`config.mk`:
```
export PLATFORM = sky130hd
export DESIGN_NAME = pipelined_barrel_shifter
export DESIGN_NICKNAME = d
export VERILOG_FILES = /design/src/rtl/shifter_pkg.sv /design/src/rtl/pipelined_barrel_shifter_shift_level.sv /design/src/rtl/pipelined_barrel_shifter.sv
export SDC_FILE = /design/constraint.sdc
export NUM_CORES = 1
export LEC_CHECK = 0
export ABC_CLOCK_PERIOD_IN_PS = 5570
export BUFFER_PORTS_ARGS = -buffer_cell sky130_fd_sc_hd__clkbuf_2
export CORE_ASPECT_RATIO = 1.25
export CORE_UTILIZATION = 50
export CTS_BUF_LIST = sky130_fd_sc_hd__clkbuf_4 sky130_fd_sc_hd__clkbuf_8
export CTS_CLUSTER_DIAMETER = 150
export DETAILED_ROUTE_END_ITERATION = 7
export PLACE_DENSITY_LB_ADDON = 0.15
export RECOVER_POWER = 25
export SETUP_SLACK_MARGIN = 0.5
export SLEW_MARGIN = 30
export SYNTH_ARGS = -nofsm -noshare
export SYNTH_HDL_FRONTEND = slang
export SYNTH_HIERARCHICAL = 1
export SYNTH_SLANG_ARGS = --single-unit
```
`constraint.sdc`:
```
create_clock -name clk -period 5.57 [get_ports clk]
set_input_delay 0 -clock clk [delete_from_list [all_inputs] [get_ports clk]]
set_output_delay 0 -clock clk [all_outputs]
set_load 0.02 [all_outputs]
```
`src/rtl/shifter_pkg.sv`:
```
// -----------------------------------------------------------------------------
// shifter_pkg
// Shared definitions for the pipelined barrel shifter:
//   - shift_op_e : operation encoding carried alongside each beat
//   - decode_op  : maps the raw 2-bit op field onto shift_op_e
// Build option:
//   SHIFTER_ROTATE_EN - when defined, op 2'b11 performs rotate-left (ROL).
//                       When undefined, op 2'b11 decodes as SLL and no
//                       rotate wrap logic is generated in the levels.
// -----------------------------------------------------------------------------
package shifter_pkg;

    typedef enum logic [1:0] {
        OP_SLL = 2'b00,
        OP_SRL = 2'b01,
        OP_SRA = 2'b10,
        OP_ROL = 2'b11
    } shift_op_e;

    // Decode once at the pipe entry so every level sees an op it can act on.
    // Without rotate support, 2'b11 collapses to SLL here, so no level ever
    // receives OP_ROL.
    function automatic shift_op_e decode_op(input logic [1:0] raw);
        shift_op_e op;
        case (raw)
            2'b00:   op = OP_SLL;
            2'b01:   op = OP_SRL;
            2'b10:   op = OP_SRA;
`ifdef SHIFTER_ROTATE_EN
            2'b11:   op = OP_ROL;
`else
            2'b11:   op = OP_SLL;
`endif
            default: op = OP_SLL;
        endcase
        return op;
    endfunction

endpackage

```
`src/rtl/pipelined_barrel_shifter_shift_level.sv`:
```
// -----------------------------------------------------------------------------
// shift_level
// One purely combinational level of the logarithmic barrel shifter. When
// enable is set, the input word is moved by the fixed distance DIST in the
// direction selected by op; otherwise it passes through unchanged.
// Parameters:
//   WIDTH - data width
//   DIST  - fixed shift distance of this level (a power of two, < WIDTH)
// Ports:
//   data    in  WIDTH  partially shifted word from the previous level
//   enable  in  1      shift-amount bit belonging to this level
//   op      in  2      decoded operation (shift_op_e)
//   sign    in  1      MSB of the original operand, used as SRA fill
//   shifted out WIDTH  result of this level
// Build option:
//   SHIFTER_ROTATE_EN - adds the ROL wrap path.
// -----------------------------------------------------------------------------
module shift_level
    import shifter_pkg::*;
#(
    parameter int WIDTH = 32,
    parameter int DIST  = 1
) (
    input  logic [WIDTH-1:0] data,
    input  logic             enable,
    input  shift_op_e        op,
    input  logic             sign,
    output logic [WIDTH-1:0] shifted
);

    // Fixed-distance shift selected by op; pass-through when not enabled.
    always_comb begin
        shifted = data;
        if (enable) begin
            case (op)
                OP_SLL:  shifted = {data[WIDTH-DIST-1:0], {DIST{1'b0}}};
                OP_SRL:  shifted = {{DIST{1'b0}}, data[WIDTH-1:DIST]};
                // The fill comes from the original operand's sign bit, not from
                // the partial data, which earlier levels may already have moved.
                OP_SRA:  shifted = {{DIST{sign}}, data[WIDTH-1:DIST]};
`ifdef SHIFTER_ROTATE_EN
                OP_ROL:  shifted = {data[WIDTH-DIST-1:0], data[WIDTH-1:WIDTH-DIST]};
`endif
                default: shifted = {data[WIDTH-DIST-1:0], {DIST{1'b0}}};
            endcase
        end else begin
            shifted = data;
        end
    end

endmodule

```
`src/rtl/pipelined_barrel_shifter.sv`:
```
// -----------------------------------------------------------------------------
// pipelined_barrel_shifter
// Fully pipelined logarithmic barrel shifter for the EX-stage shift unit.
// Level k shifts by 2^k when the carried shamt[k] is set, and every level is
// followed by one register, so latency is SHAMT_W cycles at one beat/cycle.
// The whole pipe advances together under a single valid/ready handshake;
// when the output is stalled every stage holds (no bubble collapsing).
// Parameters:
//   WIDTH   - data width, power of two in 4..64
//   SHAMT_W - shift-amount width = number of levels = latency
//   TAG_W   - sideband tag width, carried through unchanged
// Ports:
//   clk        in  1        rising-edge clock
//   rst        in  1        synchronous active-high reset
//   in_valid   in  1        input beat valid
//   in_ready   out 1        beat can be accepted (combinational from out_ready)
//   in_data    in  WIDTH    operand
//   in_shamt   in  SHAMT_W  shift amount
//   in_op      in  2        operation (shifter_pkg::shift_op_e encoding)
//   in_tag     in  TAG_W    sideband tag
//   out_valid  out 1        result valid
//   out_ready  in  1        consumer accepts the result
//   out_data   out WIDTH    shifted result
//   out_tag    out TAG_W    tag of the result
//   out_zero   out 1        out_data == 0 (registered with the result)
// Build option:
//   SHIFTER_ROTATE_EN - op 2'b11 performs ROL; otherwise it behaves as SLL.
// -----------------------------------------------------------------------------
module pipelined_barrel_shifter
    import shifter_pkg::*;
#(
    parameter int WIDTH   = 32,
    parameter int SHAMT_W = $clog2(WIDTH),
    parameter int TAG_W   = 5
) (
    input  logic               clk,
    input  logic               rst,
    input  logic               in_valid,
    output logic               in_ready,
    input  logic [WIDTH-1:0]   in_data,
    input  logic [SHAMT_W-1:0] in_shamt,
    input  logic [1:0]         in_op,
    input  logic [TAG_W-1:0]   in_tag,
    output logic               out_valid,
    input  logic               out_ready,
    output logic [WIDTH-1:0]   out_data,
    output logic [TAG_W-1:0]   out_tag,
    output logic               out_zero
);

    // Stage payload. sign is the original operand MSB, carried so SRA fill
    // never depends on partially shifted data.
    typedef struct packed {
        logic               valid;
        logic [WIDTH-1:0]   data;
        logic [SHAMT_W-1:0] shamt;
        shift_op_e          op;
        logic               sign;
        logic [TAG_W-1:0]   tag;
    } stage_t;

    // The last level's register is the output register itself, so only
    // SHAMT_W-1 interior payload registers are needed.
    localparam int NREG = SHAMT_W - 1;

    stage_t           lvl_in_s  [SHAMT_W];
    stage_t           lvl_out_s [SHAMT_W];
    logic [WIDTH-1:0] shifted_s [SHAMT_W];
    stage_t           stage_r   [NREG];

    logic             advance_s;
    logic             out_valid_r;
    logic [WIDTH-1:0] out_data_r;
    logic [TAG_W-1:0] out_tag_r;
    logic             out_zero_r;

    // Pipe moves whenever the output slot is empty or being drained.
    always_comb begin
        advance_s = !out_valid_r || out_ready;
    end

    assign in_ready  = advance_s;
    assign out_valid = out_valid_r;
    assign out_data  = out_data_r;
    assign out_tag   = out_tag_r;
    assign out_zero  = out_zero_r;

    // Level inputs: level 0 sees the incoming beat, level k the register of level k-1.
    always_comb begin
        lvl_in_s[0].valid = in_valid;
        lvl_in_s[0].data  = in_data;
        lvl_in_s[0].shamt = in_shamt;
        lvl_in_s[0].op    = decode_op(in_op);
        lvl_in_s[0].sign  = in_data[WIDTH-1];
        lvl_in_s[0].tag   = in_tag;
        for (int k = 1; k < SHAMT_W; k++) begin
            lvl_in_s[k] = stage_r[k-1];
        end
    end

    for (genvar k = 0; k < SHAMT_W; k++) begin : g_level
        shift_level #(
            .WIDTH (WIDTH),
            .DIST  (1 << k)
        ) u_level (
            .data    (lvl_in_s[k].data),
            .enable  (lvl_in_s[k].shamt[k]),
            .op      (lvl_in_s[k].op),
            .sign    (lvl_in_s[k].sign),
            .shifted (shifted_s[k])
        );
    end

    // Level outputs: payload passes through, only the data word is replaced.
    always_comb begin
        for (int k = 0; k < SHAMT_W; k++) begin
            lvl_out_s[k]      = lvl_in_s[k];
            lvl_out_s[k].data = shifted_s[k];
        end
    end

    // Stage and output registers; reset drops every in-flight beat.
    always_ff @(posedge clk) begin
        if (rst) begin
            for (int k = 0; k < NREG; k++) begin
                stage_r[k] <= '0;
            end
            out_valid_r <= 1'b0;
            out_data_r  <= '0;
            out_tag_r   <= '0;
            out_zero_r  <= 1'b0;
        end else if (advance_s) begin
            for (int k = 0; k < NREG; k++) begin
                stage_r[k] <= lvl_out_s[k];
            end
            out_valid_r <= lvl_out_s[SHAMT_W-1].valid;
            out_data_r  <= lvl_out_s[SHAMT_W-1].data;
            out_tag_r   <= lvl_out_s[SHAMT_W-1].tag;
            // Only a real result can raise the zero flag.
            out_zero_r  <= lvl_out_s[SHAMT_W-1].valid &&
                           (lvl_out_s[SHAMT_W-1].data == {WIDTH{1'b0}});
        end
    end

endmodule

```
# Word level (Yosys, flattened, before mapping)
# Memories as Yosys holds them, arrays and structs flattened.
# Index checks and enable logic that the tools add are counted.
# totals
mem_bits_rw,184
memories,1
in_bits,48
elab_cells,48
output_inout_bits,40
reg_bits,39
# mem_list
name,words,width,read_ports,rd_clocked_by_memory_dff,wr,line,source
stage_r,4,46,4,0,4,pipelined_barrel_shifter.sv:69,stage_t stage_r [NREG];
# op_classes
n_eq_ne,13
muxes,20
reduce_logical,6
bitwise_logic,4
# op_table
op,count
32-bit one-hot mux with 2 select lines,5
46-bit two-way mux,4
32-bit two-way mux,5
32-bit logical NOT,1
"2-bit == test, second input constant",7
"2-bit by 1-bit == test with 1-bit output, second input constant",6
2-bit one-hot mux with 3 select lines,1
1-bit two-way mux,5
1-bit bitwise OR,4
2-bit logical NOT,1
2-bit OR reduction,1
1-bit logical AND,1
1-bit logical NOT,1
1-bit logical OR,1

# Logic depth before layout (Yosys ltp)
# depth
word_depth,7
ltp_mapped,10
ltp_nobuf,8

# Hierarchy
# Netlist, hierarchy kept.
# modules_own_cells
mod,cells_each,instances,seq_area_each_um2,area_each_um2
pipelined_barrel_shifter,550,1,6005.8,7806.2
shift_level (g_level[4].u_level),113,1,0.0,656.9
shift_level (g_level[2].u_level),83,1,0.0,651.9
shift_level (g_level[0].u_level),84,1,0.0,645.6
shift_level (g_level[1].u_level),84,1,0.0,635.6
shift_level (g_level[3].u_level),81,1,0.0,558.0

# Least setup slack after synthesis
# OpenSTA, ideal clock, no wires.
# synth_path
kind,flip-flop to flip-flop
start,"register out_valid_r, in the netlist out_valid"
end,"memory stage_r[0][0] in the netlist's numbering, enable pin"
path_stages_with_launch,3
required_time_ns,5.003
path_buffers,0
arrival_time_ns,4.533
synth_period_minus_slack_ns,5.100
path_slack_ns,0.470
setup_ns,0.567
path_cell_list,dfxtp_1 nor2b_1 nand2b_1
# synth_rtl
item,line,source
from (decl),pipelined_barrel_shifter.sv:72,logic out_valid_r;
from (signal assigned),pipelined_barrel_shifter.sv:136,out_valid_r <= lvl_out_s[SHAMT_W-1].valid;
to (decl),pipelined_barrel_shifter.sv:69,

==> impl_metrics.ini <==
[timing]
fin_skew_ps = 32.77
grt_setup_unrepaired = no
setup_violations = 0
fin_hold_ws_ps = 65.46
worst_slack_ps = 1845
slew_headroom = -0.5020
hold_viol = 0
fin_crit_ps = 3725
fmax_ghz = 0.2684
fin_crit_sh = 0.6688
worst_pin_slew_ps = 2253
tns_ps = 0
finalMaxSlewViolations = 218

[pwr]
clock_power_share = 0.404
comb_power_share = 0.088
irDropWorstVdd_uv = 146.5
seqPwrFrac = 0.508
finalPower_mw = 3.627
p_sw_mw = 0.7866
swShare = 0.2169
power.internal_mw = 2.841
power_density_mw_per_mm2 = 285.8
leakagePower_nw = 5.257

[route]
drtPass1Iterations = 4
drc = 0
vias_per_cell = 5.373
antenna_left = 0
wire_per_inst_um = 13.82
dr_total_vias = 7571
wl_um = 19470
drt_iter0_markers = 264

[synthesis]
yosys_warnings = 6
avgSynthCellArea_um2 = 11.01
ys_seq_elements = 213
syn_inst = 995
syn_area_mm2 = 0.01095
synth_top_area_share = 0.4770
ys_top_cells_by_area = edfxtp_1 48%, and2_1 9.9%, a221o_1 9.0%
yosysTopAreaCell = edfxtp_1
yosysSeqAreaShare = 0.5483
synth.net_count = 1053
synth_cell_types = 37

[placement]
dp.cells = 1282
gp_congestion = 0.9108
placedInstanceArea_mm2 = 0.01134
dp_slack_ps = 2832
dpl.hpwl_um = 12840
port_buffers = 87

[worst_setup_path]
critPathKind = reg2reg
cp_max_fo = 175
critPathCaptureType = flop
regToRegSetupSlack_ps = 1840
cp_data_arrival_time_ps = 3530
crit_required_ps = 5370
timing.rr.start = out_valid
regToRegEndpoint = stage_r[2][14]
start_kind = flop
r2r_cells = 4

[floorplanning]
core_mm2 = 0.02147
io_pins = 88
rows = 60
dieHeight_um = 167.5
dieArea_mm2 = 0.02251
die_x_um = 134.4
initial_utilization = 0.5102

[clocking]
clkLatencyLatePin_ps = 520
clk_pin_slew_worst_paths_ps = 60
cts_resized = 0
clock_path_buffers = 3
cts_inserted_buffers = 36
post_cts.repair.setup_buffers = 0
numClockSinks = 213
cts_tree = built
cts_hold_buffers = 61
cts_htree_levels = 2
root_buffer = clkbuf_8

[grt]
grt_pass1_wl_um = 32780
antenna_found_initial = 0
globalRouteTotalUtil = 0.1779
grt_pass1_vias = 7217
grt_max_degree = 176
gr-total-overflow = 0

[worst_hold_path]
worstHoldStart = in_data[1]
whs_endpoint = stage_r[0][15]
min_path_cells = 4
min_path_type = in2reg

[layout]
nFillCells = 1882
final_common_cell = edfxtp_1
antenna-diode-count = 0
finalNonFillerCells = 1409
post-route-cell-area_mm2 = 0.01269
area_growth_pct = 15.87
final_util = 0.5911
drive_gt1_frac = 0.1336
layout_common_cells = 174 x edfxtp_1, 168 x and2_1, 121 x nand2_1, 98 x a221o_1, 90 x and3_1
nets = 1163

[run_status]
violations = capacitance limit, slew limit
outcome = finished with violations

[flow_run]
drv_cap = 2
## layer usage
metal | routed length (um) | vias up | track usage
li1 | - | 3890 | -
met1 | 7407 | 3452 | 0.1777
met2 | 10340 | 169 | 0.3368
met3 | 733 | 60 | 0.03300
met4 | 984 | 0 | 0.1070
met5 | 0 | - | 0
## worst max-delay path: stages (launching register included)
cell	delay, ps
dfxtp_1	330
nor2b_2	130
clkbuf_1	1290
nand2b_4	0
clkbuf_4	1070
## sequential cells by signal (all words and copies together) (netlist names)
name	cells
out_data	32
out_tag	5
out_zero	1
out_valid	1
stage_r	174
## power groups by stage
stage | sequential, mW | combinational, mW | clock (mW)
3_5_place_dp | 1.88 | 0.280 | 0
6_report | 1.84 | 0.319 | 1.46
2_1_floorplan | 1.86 | 0.220 | 0
5_1_grt | 1.85 | 0.359 | 1.58
3_3_place_gp | 1.87 | 0.277 | 0
4_1_cts | 1.84 | 0.321 | 1.51
## cells in the mapped netlist
cell type,instances
and2_1,174
edfxtp_1,174
nand2_1,121
a221o_1,98
and3_1,90
clkbuf_1,43
dfxtp_1,39
a21oi_1,37
nor2_1,37
inv_1,28
buf_2,23
a31oi_1,21
o22ai_1,16
a22o_1,15
buf_6,15
ha_1,10
a31oi_2,9
and3_2,8
nor4_1,6
inv_2,4
nand3b_1,4
nor3_4,4
nor2b_1,3
buf_1,2
nand4_1,2
a31oi_4,1
buf_8,1
clkbuf_2,1
dlymetal6s2s_1,1
nand2b_1,1
nand3b_4,1
nor2_2,1
nor3_1,1
o21bai_4,1
o22ai_2,1
or4_1,1
or4b_1,1
## worst max-delay path by stage
stage	start	to	slack, ps	cells after the start
after global placement	stage_r[3][7]	out_zero	2880	6
final	out_valid	stage_r[2][14]	1840	4
after global routing	out_valid	stage_r[2][13]	1490	4
after floorplan	out_valid	stage_r[0][0]	2330	2
after CTS	in_op[0]	stage_r[0][35]	2690	9
after detailed placement	stage_r[3][7]	out_zero	2830	6
## area by class of cell
class                      count  area [um2]  share of cell area
inverter                      32       120.1            0.009464
timing repair buffer         158        1080             0.08508
tap                          279       349.1             0.02750
clock buffer                  51       639.4             0.05037
sequential                   213        6006              0.4732
clock inverter                12       137.6             0.01084
multi-input combinational    664        4360              0.3436
## cells by family after synthesis
kind of cell,Yosys count,share of synthesized area
compound gates,199,0.1547
buf+inv,118,0.05528
simple gates,455,0.2304
fa+ha+maj,10,0.01142
flops,213,0.5483
(Power assumes the default switching activity.)
